**src/rtl/if_stage.sv**
```systemverilog
// ---------------------------------------------------------------------------
// IfStage (module if_stage)
//
// Instruction-fetch stage.  It keeps a program counter, sends one fetch
// request at a time to the instruction memory, and buffers the returned
// words, each paired with its fall-through address, in a two-entry FIFO.
// The FIFO head is the output seen by decode.
//
// Ports
//   clk          sole clock; all state changes on the rising edge
//   rst          synchronous, active-high reset
//   imem_req     fetch request valid (only in the REQ state)
//   imem_addr    word-aligned fetch address
//   imem_gnt     memory accepts the request this cycle
//   imem_rvalid  read data valid (only looked at in the WAIT state)
//   imem_rdata   fetched instruction word
//   stall        decode holds; the head entry is not consumed
//   redirect     taken branch / jump resolved downstream (highest priority)
//   redirect_pc  redirect target (low two bits ignored)
//   instr        instruction at the FIFO head (0 when empty)
//   next_pc      fetch address of instr plus 4 (0 when empty)
//   instr_valid  FIFO not empty
//   fetch_cnt    FIFO pops (performance counter)
//   redirect_cnt redirect cycles (performance counter)
//
// Configuration
//   IF_PERF_CNT_EN  when defined, fetch_cnt and redirect_cnt are real 32-bit
//                   wrapping counters; otherwise both are tied to zero and
//                   no counter flops exist.
// ---------------------------------------------------------------------------
module if_stage #(
  parameter logic [31:0] RESET_PC = 32'h0000_3000
) (
  input  logic        clk,
  input  logic        rst,
  output logic        imem_req,
  output logic [31:0] imem_addr,
  input  logic        imem_gnt,
  input  logic        imem_rvalid,
  input  logic [31:0] imem_rdata,
  input  logic        stall,
  input  logic        redirect,
  input  logic [31:0] redirect_pc,
  output logic [31:0] instr,
  output logic [31:0] next_pc,
  output logic        instr_valid,
  output logic [31:0] fetch_cnt,
  output logic [31:0] redirect_cnt
);

  typedef enum logic [1:0] {
    S_REQ  = 2'd0,
    S_WAIT = 2'd1,
    S_HOLD = 2'd2
  } state_t;

  // Fetch control state
  state_t      r_state;
  logic [31:0] r_pc;
  logic [31:0] r_fetch_next;
  logic        r_kill;

  // Two-entry FIFO of {instr, next_pc}
  logic [31:0] r_fifo_instr [2];
  logic [31:0] r_fifo_npc   [2];
  logic        r_rd_ptr;
  logic        r_wr_ptr;
  logic [1:0]  r_count;

  logic        w_empty;
  logic        w_pop;
  logic        w_rsp;
  logic        w_push;
  logic [1:0]  w_count_next;
  logic [31:0] w_redirect_target;
  logic        w_unused_bits;

  // The target is forced to a word boundary; its low bits are dropped.
  assign w_redirect_target = {redirect_pc[31:2], 2'b00};
  assign w_unused_bits     = &{1'b0, redirect_pc[1:0]};

  assign w_empty = (r_count == 2'd0);
  assign w_pop   = !w_empty && !stall;

  // A response only counts while waiting for one.  It is dropped when the
  // fetch was killed by an earlier redirect or a redirect arrives with it.
  assign w_rsp  = (r_state == S_WAIT) && imem_rvalid;
  assign w_push = w_rsp && !r_kill && !redirect;

  // Occupancy after this cycle's push/pop, ignoring a flush.  The FSM uses
  // it to decide whether there is room for another outstanding fetch.
  always_comb begin
    w_count_next = r_count;
    case ({w_push, w_pop})
      2'b10:   w_count_next = r_count + 2'd1;
      2'b01:   w_count_next = r_count - 2'd1;
      default: w_count_next = r_count;
    endcase
  end

  // Memory interface.  A request is only presented in REQ, and never while
  // reset is held so the memory sees nothing until reset is released.
  assign imem_req  = (r_state == S_REQ) && !rst;
  assign imem_addr = r_pc;

  // Decode sees the FIFO head; an empty FIFO presents zeros.
  assign instr_valid = !w_empty;
  assign instr       = w_empty ? 32'd0 : r_fifo_instr[r_rd_ptr];
  assign next_pc     = w_empty ? 32'd0 : r_fifo_npc[r_rd_ptr];

  // FIFO storage and pointers.  A redirect flushes the queue outright,
  // whatever push or pop would otherwise have happened this cycle.
  // Simultaneous push and pop leave the count unchanged; since the write
  // and read pointers are separate, ordering is preserved.
  always_ff @(posedge clk) begin
    if (rst) begin
      r_rd_ptr <= 1'b0;
      r_wr_ptr <= 1'b0;
      r_count  <= 2'd0;
      for (int i = 0; i < 2; i++) begin
        r_fifo_instr[i] <= 32'd0;
        r_fifo_npc[i]   <= 32'd0;
      end
    end else if (redirect) begin
      r_rd_ptr <= 1'b0;
      r_wr_ptr <= 1'b0;
      r_count  <= 2'd0;
    end else begin
      if (w_push) begin
        r_fifo_instr[r_wr_ptr] <= imem_rdata;
        r_fifo_npc[r_wr_ptr]   <= r_fetch_next;
        r_wr_ptr               <= ~r_wr_ptr;
      end
      if (w_pop) begin
        r_rd_ptr <= ~r_rd_ptr;
      end
      r_count <= w_count_next;
    end
  end

  // Fetch FSM.  Only one request is ever outstanding: REQ issues it, WAIT
  // collects the response, and HOLD parks the fetcher while the FIFO is
  // full.  r_fetch_next remembers the granted address plus 4 so the pushed
  // entry carries the correct fall-through PC even though r_pc has moved on.
  //
  // A redirect always reloads the PC.  If a request is (or is becoming)
  // outstanding with no response yet, the response still has to be
  // absorbed, so the FSM sits in WAIT with r_kill set and throws that
  // word away.  A redirect that coincides with the response simply drops
  // it and goes straight back to REQ.
  always_ff @(posedge clk) begin
    if (rst) begin
      r_state      <= S_REQ;
      r_pc         <= {RESET_PC[31:2], 2'b00};
      r_fetch_next <= 32'd0;
      r_kill       <= 1'b0;
    end else if (redirect) begin
      r_pc <= w_redirect_target;
      if (((r_state == S_WAIT) && !imem_rvalid) ||
          ((r_state == S_REQ) && imem_gnt)) begin
        r_state <= S_WAIT;
        r_kill  <= 1'b1;
      end else begin
        r_state <= S_REQ;
        r_kill  <= 1'b0;
      end
    end else begin
      case (r_state)
        S_REQ: begin
          if (imem_gnt) begin
            r_pc         <= r_pc + 32'd4;
            r_fetch_next <= r_pc + 32'd4;
            r_state      <= S_WAIT;
          end
        end
        S_WAIT: begin
          if (imem_rvalid) begin
            r_kill <= 1'b0;
            if (r_kill || (w_count_next < 2'd2)) begin
              r_state <= S_REQ;
            end else begin
              r_state <= S_HOLD;
            end
          end
        end
        S_HOLD: begin
          if (w_count_next < 2'd2) begin
            r_state <= S_REQ;
          end
        end
        default: begin
          r_state <= S_REQ;
        end
      endcase
    end
  end

`ifdef IF_PERF_CNT_EN
  logic [31:0] r_fetch_cnt;
  logic [31:0] r_redirect_cnt;

  // Performance counters: pops seen by decode and redirect cycles, both
  // free-running and wrapping naturally at 2^32.
  always_ff @(posedge clk) begin
    if (rst) begin
      r_fetch_cnt    <= 32'd0;
      r_redirect_cnt <= 32'd0;
    end else begin
      if (w_pop) begin
        r_fetch_cnt <= r_fetch_cnt + 32'd1;
      end
      if (redirect) begin
        r_redirect_cnt <= r_redirect_cnt + 32'd1;
      end
    end
  end

  assign fetch_cnt    = r_fetch_cnt;
  assign redirect_cnt = r_redirect_cnt;
`else
  assign fetch_cnt    = 32'd0;
  assign redirect_cnt = 32'd0;
`endif

endmodule

```
**config.mk**
```make
export PLATFORM = sky130hd
export DESIGN_NAME = if_stage
export DESIGN_NICKNAME = d
export VERILOG_FILES = /design/src/rtl/if_stage.sv
export SDC_FILE = /design/constraint.sdc
export NUM_CORES = 1
export LEC_CHECK = 0
export ABC_AREA = 1
export ABC_CLOCK_PERIOD_IN_PS = 15600
export CAP_MARGIN = 20
export CORE_MARGIN = 2
export CORE_UTILIZATION = 54
export DETAILED_ROUTE_END_ITERATION = 8
export PLACE_DENSITY_LB_ADDON = 0.2
export REMOVE_ABC_BUFFERS = 1
export SLEW_MARGIN = 20
export SYNTH_ARGS = -nofsm -noshare
export SYNTH_HDL_FRONTEND = slang
export SYNTH_SLANG_ARGS = --single-unit
```
**constraint.sdc**
```tcl
create_clock -name clk -period 15.6 [get_ports clk]
set_clock_uncertainty 0.2 [all_clocks]
set_input_delay 2.34 -clock clk [delete_from_list [all_inputs] [get_ports clk]]
set_output_delay 2.34 -clock clk [all_outputs]
set_load 0.01 [all_outputs]
```
* After elaboration in Yosys (flattened, before gate mapping)
Memories as Yosys holds them, arrays and structs flattened. A register that Yosys moved wholly into a read port is not among the register bits. Index checks and enable logic that the tools add are counted.
Word-level totals: flip-flop bits (word level) 71, bits in latches 0, RAM bits 128, memory bits (read-only) 0, bits of input ports 70, memories kept 2
Memories:
- r_fifo_instr | words 2, bits a word 32, read ports 1, clocked after Yosys merged registers in 1, wr ports 2, RTL line 64 | logic [31:0] r_fifo_instr [2];
- r_fifo_npc | words 2, bits a word 32, read ports 1, clocked after Yosys merged registers in 1, wr ports 2, RTL line 65 | logic [31:0] r_fifo_npc [2];
Operators by class: add/sub/neg operators 3, $mul 0, divide/modulo/power cells 0, $lt $le $gt $ge 1, equality and inequality tests 7, shift operators 0, mux-type cells 33, bitwise operators 3, reduce and logical (&&, ||, !) cells 29
Operators by type and width (count):
- $mux W32 | 7
- $reduce_or A32 Y1 | 2
- $add A32 B3 Y32 const B | 1
- $mux W1 | 19
- $mux W2 | 5
- $ne A3 B3 Y1 const B | 3
- $reduce_bool A2 Y1 | 4
- $logic_and A1 B1 Y1 | 7
- $logic_not A1 Y1 | 6
- $pmux W2 S3 | 1
- $reduce_and A2 Y1 | 3
- $reduce_and A3 Y1 | 2
- $eq A2 B1 Y1 const B | 2
- $eq A2 B2 Y1 const B | 2
- $logic_not A2 Y1 | 2
- $pmux W2 S2 | 1
- $not A1 Y1 | 3
- $add A2 B1 Y2 const B | 1
- $logic_or A1 B1 Y1 | 2
- $lt A2 B2 Y1 const B | 1
- $reduce_or A2 Y1 | 1
- $sub A2 B1 Y2 const B | 1

* Depth between registers and ports, before layout
depth in word-level cells 12, depth in mapped cells 12

* Worst setup path before layout
No wires, ideal clock.
kind input to register, from input port imem_rvalid, to memory r_fifo_instr[0][0], enable pin, setup time 0.567 ns, arrival 7.256 ns, required time 14.833 ns, path slack 7.577 ns, stages 5, buffers on the path 0, cells stage by stage nand3_1 > or2_4 > nor2_8 > inv_1 > o21ai_0
RTL lines:
- from (decl) | RTL line 39 | input logic imem_rvalid,
- to (decl) | RTL line 64

* Worst setup path in the final report
from input port rst, to output port imem_req
On the way: longest elaborated chain between the ends 2
Ends and longest elaborated chain:
- from (decl) | RTL line 35 | input logic rst,
- $logic_not A1 Y1 | RTL line 103 | assign imem_req = (r_state == S_REQ) && !rst;
- $logic_and A1 B1 Y1 | RTL line 103
- to (decl) | RTL line 36 | output logic imem_req,
No other way between the ends.

==> summary.md <==
| Metric | Value |
|---|---|
| Min cycle time layout | 6.134 ns |
| Yosys top cell area share | 0.3930 |
| DIE AREA | 18,620 sq um |
| Initial Util | 0.5497 |
| Synth area leaders | edfxtp_1, dfxtp_1, nand2_1, a21oi_1, buf_4 |
| Net total in the final layout | 1,326 |
| Clock root buffer | clkbuf_16 |
| Relative slew margins | 0.4281 |
| Sequential power share | 0.534 |
| Critical path startpoint category | primary input |
| EDFF count, synth | 124 |
| Vias per cell | 4.920 |
| Largest net degree at the start of global routing | 67 |
| Gr usage total | 0.2374 |
| CP top delay family | buffers and inverters |
| Post-DP HPWL | 13.76 mm |
| Min-delay worst type | flop to flop |
| Post-Syn Instances | 1,115 |
| Setup violators final | 0 |
| First-pass GRT wire length | 33.67 mm |
| Period utilization | 0.3932 |
| Worst Hold Slack | 0.2638 ns |
| Crit Path Class | primary input to primary output |
| CP Capture Type | primary output |
| Post-synth top cells | nand2_1, nor2_1, edfxtp_1 |
| CTS H-tree depth | 4 |
| NetSw | 253.4 uW |
| Setup ws final | 9.466 ns |
| Top_reg_cell synth | edfxtp_1 |
| Ports | 232 |
| Comb pwr share | 0.087 |
| CP max stage cell | buf_4 |
| HP Start | r_fetch_next[20] |
| Core Region | 17,240 sq um |
| Via count | 7,341 |
| Fin. max-slew vios | 0 |
| Setup Buffers After CTS | 0 |
| R2R Path Start | r_state[0] |
| Fraction of layout cells with a size suffix above 1 | 0.08287 |
| Ys Warns | 0 |
| Worst Tran Pin Value | 0.8578 ns |
| 1st-pass router iterations | 5 |
| Final setup TNS | 0 ns |
| Clock share of power | 0.378 |
| Synth Area per Inst | 8.497 sq um |
| Placed instance area | 10,880 sq um |
| CTS-repair resized insts | 0 |
| Pint | 817.1 uW |
| Core Rows | 48 |
| Syn Std Cell Area | 9474 sq um |
| Clk pin slew, worst setup/hold paths | 0.06 ns |
| Die H | 136.5 um |
| Worst Path Arrival | 3.59 ns |
| Vias in the first global route | 6,772 |
| Peak fanout along the critical path | 66 |
| CTS tree | built |
| Leakage | 0.004323 uW |
| Area growth from synthesis to layout | 20.75% |
| Post-synthesis async set-or-reset flop share | 0 |
| Hold_buf cts | 0 |
| Overflow after GRT | 0 |
| Initial antenna violation count | 0 |
| Leading cell type by number of instances after synthesis | nand2_1 |
| Maximum VDD drop | 73.94 uV |
| Routed WL | 21.87 mm |
| RSZ-0062 raised after global routing | false |
| Cell variety after synth | 30 |
| ANT cells | 0 |
| Layout fillers | 1,463 |
| Status | completed |
| Cells along the critical path | buf_2 -> buf_4 -> nor3_1 -> clkdlybuf4s50_1 |
| Clk sinks | 192 |
| Max Freq | 163.0 MHz |
| Antenna-violating nets left | 0 |
| Power Dens Cells | 93.58 nW/um^2 |
| Synth area leader | edfxtp_1 |
| CP Launch Point | rst |
| Seq cells post-synth | 192 |
| Place WS | 9.472 ns |
| MaxCap Viol Count | 0 |
| Sequential share of the synthesized area | 0.5367 |
| DR WL/cell | 14.66 um |
| Die X | 136.5 um |
| Crit path buf inv count | 3 |
| Post-route design area | 11,440 sq um |
| Sw Ratio | 0.2367 |
| Req. time, crit path | 13.06 ns |
| Max incr delay on CP | 0.56 ns |
| Worst skew pair latency | 0.43 ns |
| CTS Buffer Depth | 2 |
| Gpl congestion | 0.9056 |
| Count of final hold-check violations | 0 |
| DR DRC count | 0 |
| First DRT Iteration DRCs | 531 |
| # port buffers | 161 |
| Num CTS Buffers | 17 |
through the flow:
| step | utilization | cells | total power [uW] |
|---|---|---|---|
| global placement | 0.6310 | 1459 | 674.6 |
| CTS | 0.6625 | 1491 | 1075 |
| floorplan | - | 1065 | 627.4 |
| finish | 0.6637 | 1492 | 1071 |
| global route | 0.6637 | 1492 | 1106 |
| detailed placement | 0.6310 | 1459 | 676.0 |
final cells by class:
| class | count | area (sq um) | share of cell area |
|---|---|---|---|
| multi-input combinational | 749 | 3376 | 0.2951 |
| clock buffer | 18 | 429.2 | 0.03752 |
| sequential | 192 | 5086 | 0.4446 |
| tap | 225 | 281.5 | 0.02461 |
| inverter | 124 | 465.4 | 0.04069 |
| clock inverter | 14 | 115.1 | 0.01006 |
| timing repair buffer | 170 | 1687 | 0.1474 |
metal layers:
layer  routed length [um]  global-route usage  vias to the layer above
met1                 9155              0.2943                     3399
met4                  257             0.06366                        0
met5                    0                   0                        -
li1                     -                   -                     3697
met3                 1442             0.05667                       22
met2                11020              0.4149                      223
cells by family after synthesis:
family          after synthesis  share of synthesized area
simple gates                507                     0.2258
buf+inv                     241                     0.1358
flops                       192                     0.5367
compound gates              164                    0.09126
xor+xnor                      8                   0.007395
fa+ha+maj                     2                   0.002641
other cells                   1                  0.0003958
power by group through the flow:
stage / sequential, uW / combinational [uW] / clock (uW)
3_3_place_gp: 582 / 92.2 / 0
2_1_floorplan: 584 / 43.2 / 0
5_1_grt: 574 / 103 / 429
3_5_place_dp: 583 / 93.0 / 0
4_1_cts: 572 / 93.9 / 410
6_report: 572 / 93.4 / 405
path summary, 6_finish.rpt:
path	endpoint	slack, ns	cells after the start
setup / recovery	imem_req	9.47	4
hold / removal	r_fetch_next[20]	0.26	2
setup reg to reg	r_fifo_instr[0][14]	12.81	6
hold reg to reg	r_fetch_next[20]	0.26	2
sequential cells by signal (all words and copies together), names as in the netlist, named ones only:
signal	count
imem_addr	30
r_count	2
r_fetch_next	30
r_fifo_instr	64
r_fifo_npc	60
r_kill	1
r_rd_ptr	1
r_state	2
r_wr_ptr	1
cell usage in the layout (no fill, tap or decap), drive strengths merged:
cell | Yosys | routed
a21oi | 123 | 123
a31oi | 8 | 8
inv | 124 | 126
xnor2 | 4 | 4
conb | 1 | 68
bufinv | 0 | 1
clkdlybuf4s50 | 0 | 160
clkinv | 0 | 9
nand2 | 298 | 298
a211oi | 1 | 1
ha | 2 | 2
edfxtp | 124 | 124
xor2 | 4 | 4
clkbuf | 25 | 18
buf | 92 | 10
dfxtp | 68 | 68
clkinvlp | 0 | 2
o21ai | 25 | 25
a22o | 5 | 5
o31ai | 2 | 2
nand3 | 30 | 30
nor2 | 176 | 176
nor3 | 2 | 2
or2 | 1 | 1
tightest hold or removal path: stages (launching register included):
cell	delay, ns
dfxtp_1	0.31
nand2_1	0.06
a21oi_1	0.05
Note: power is estimated with default switching activity, not from simulation.
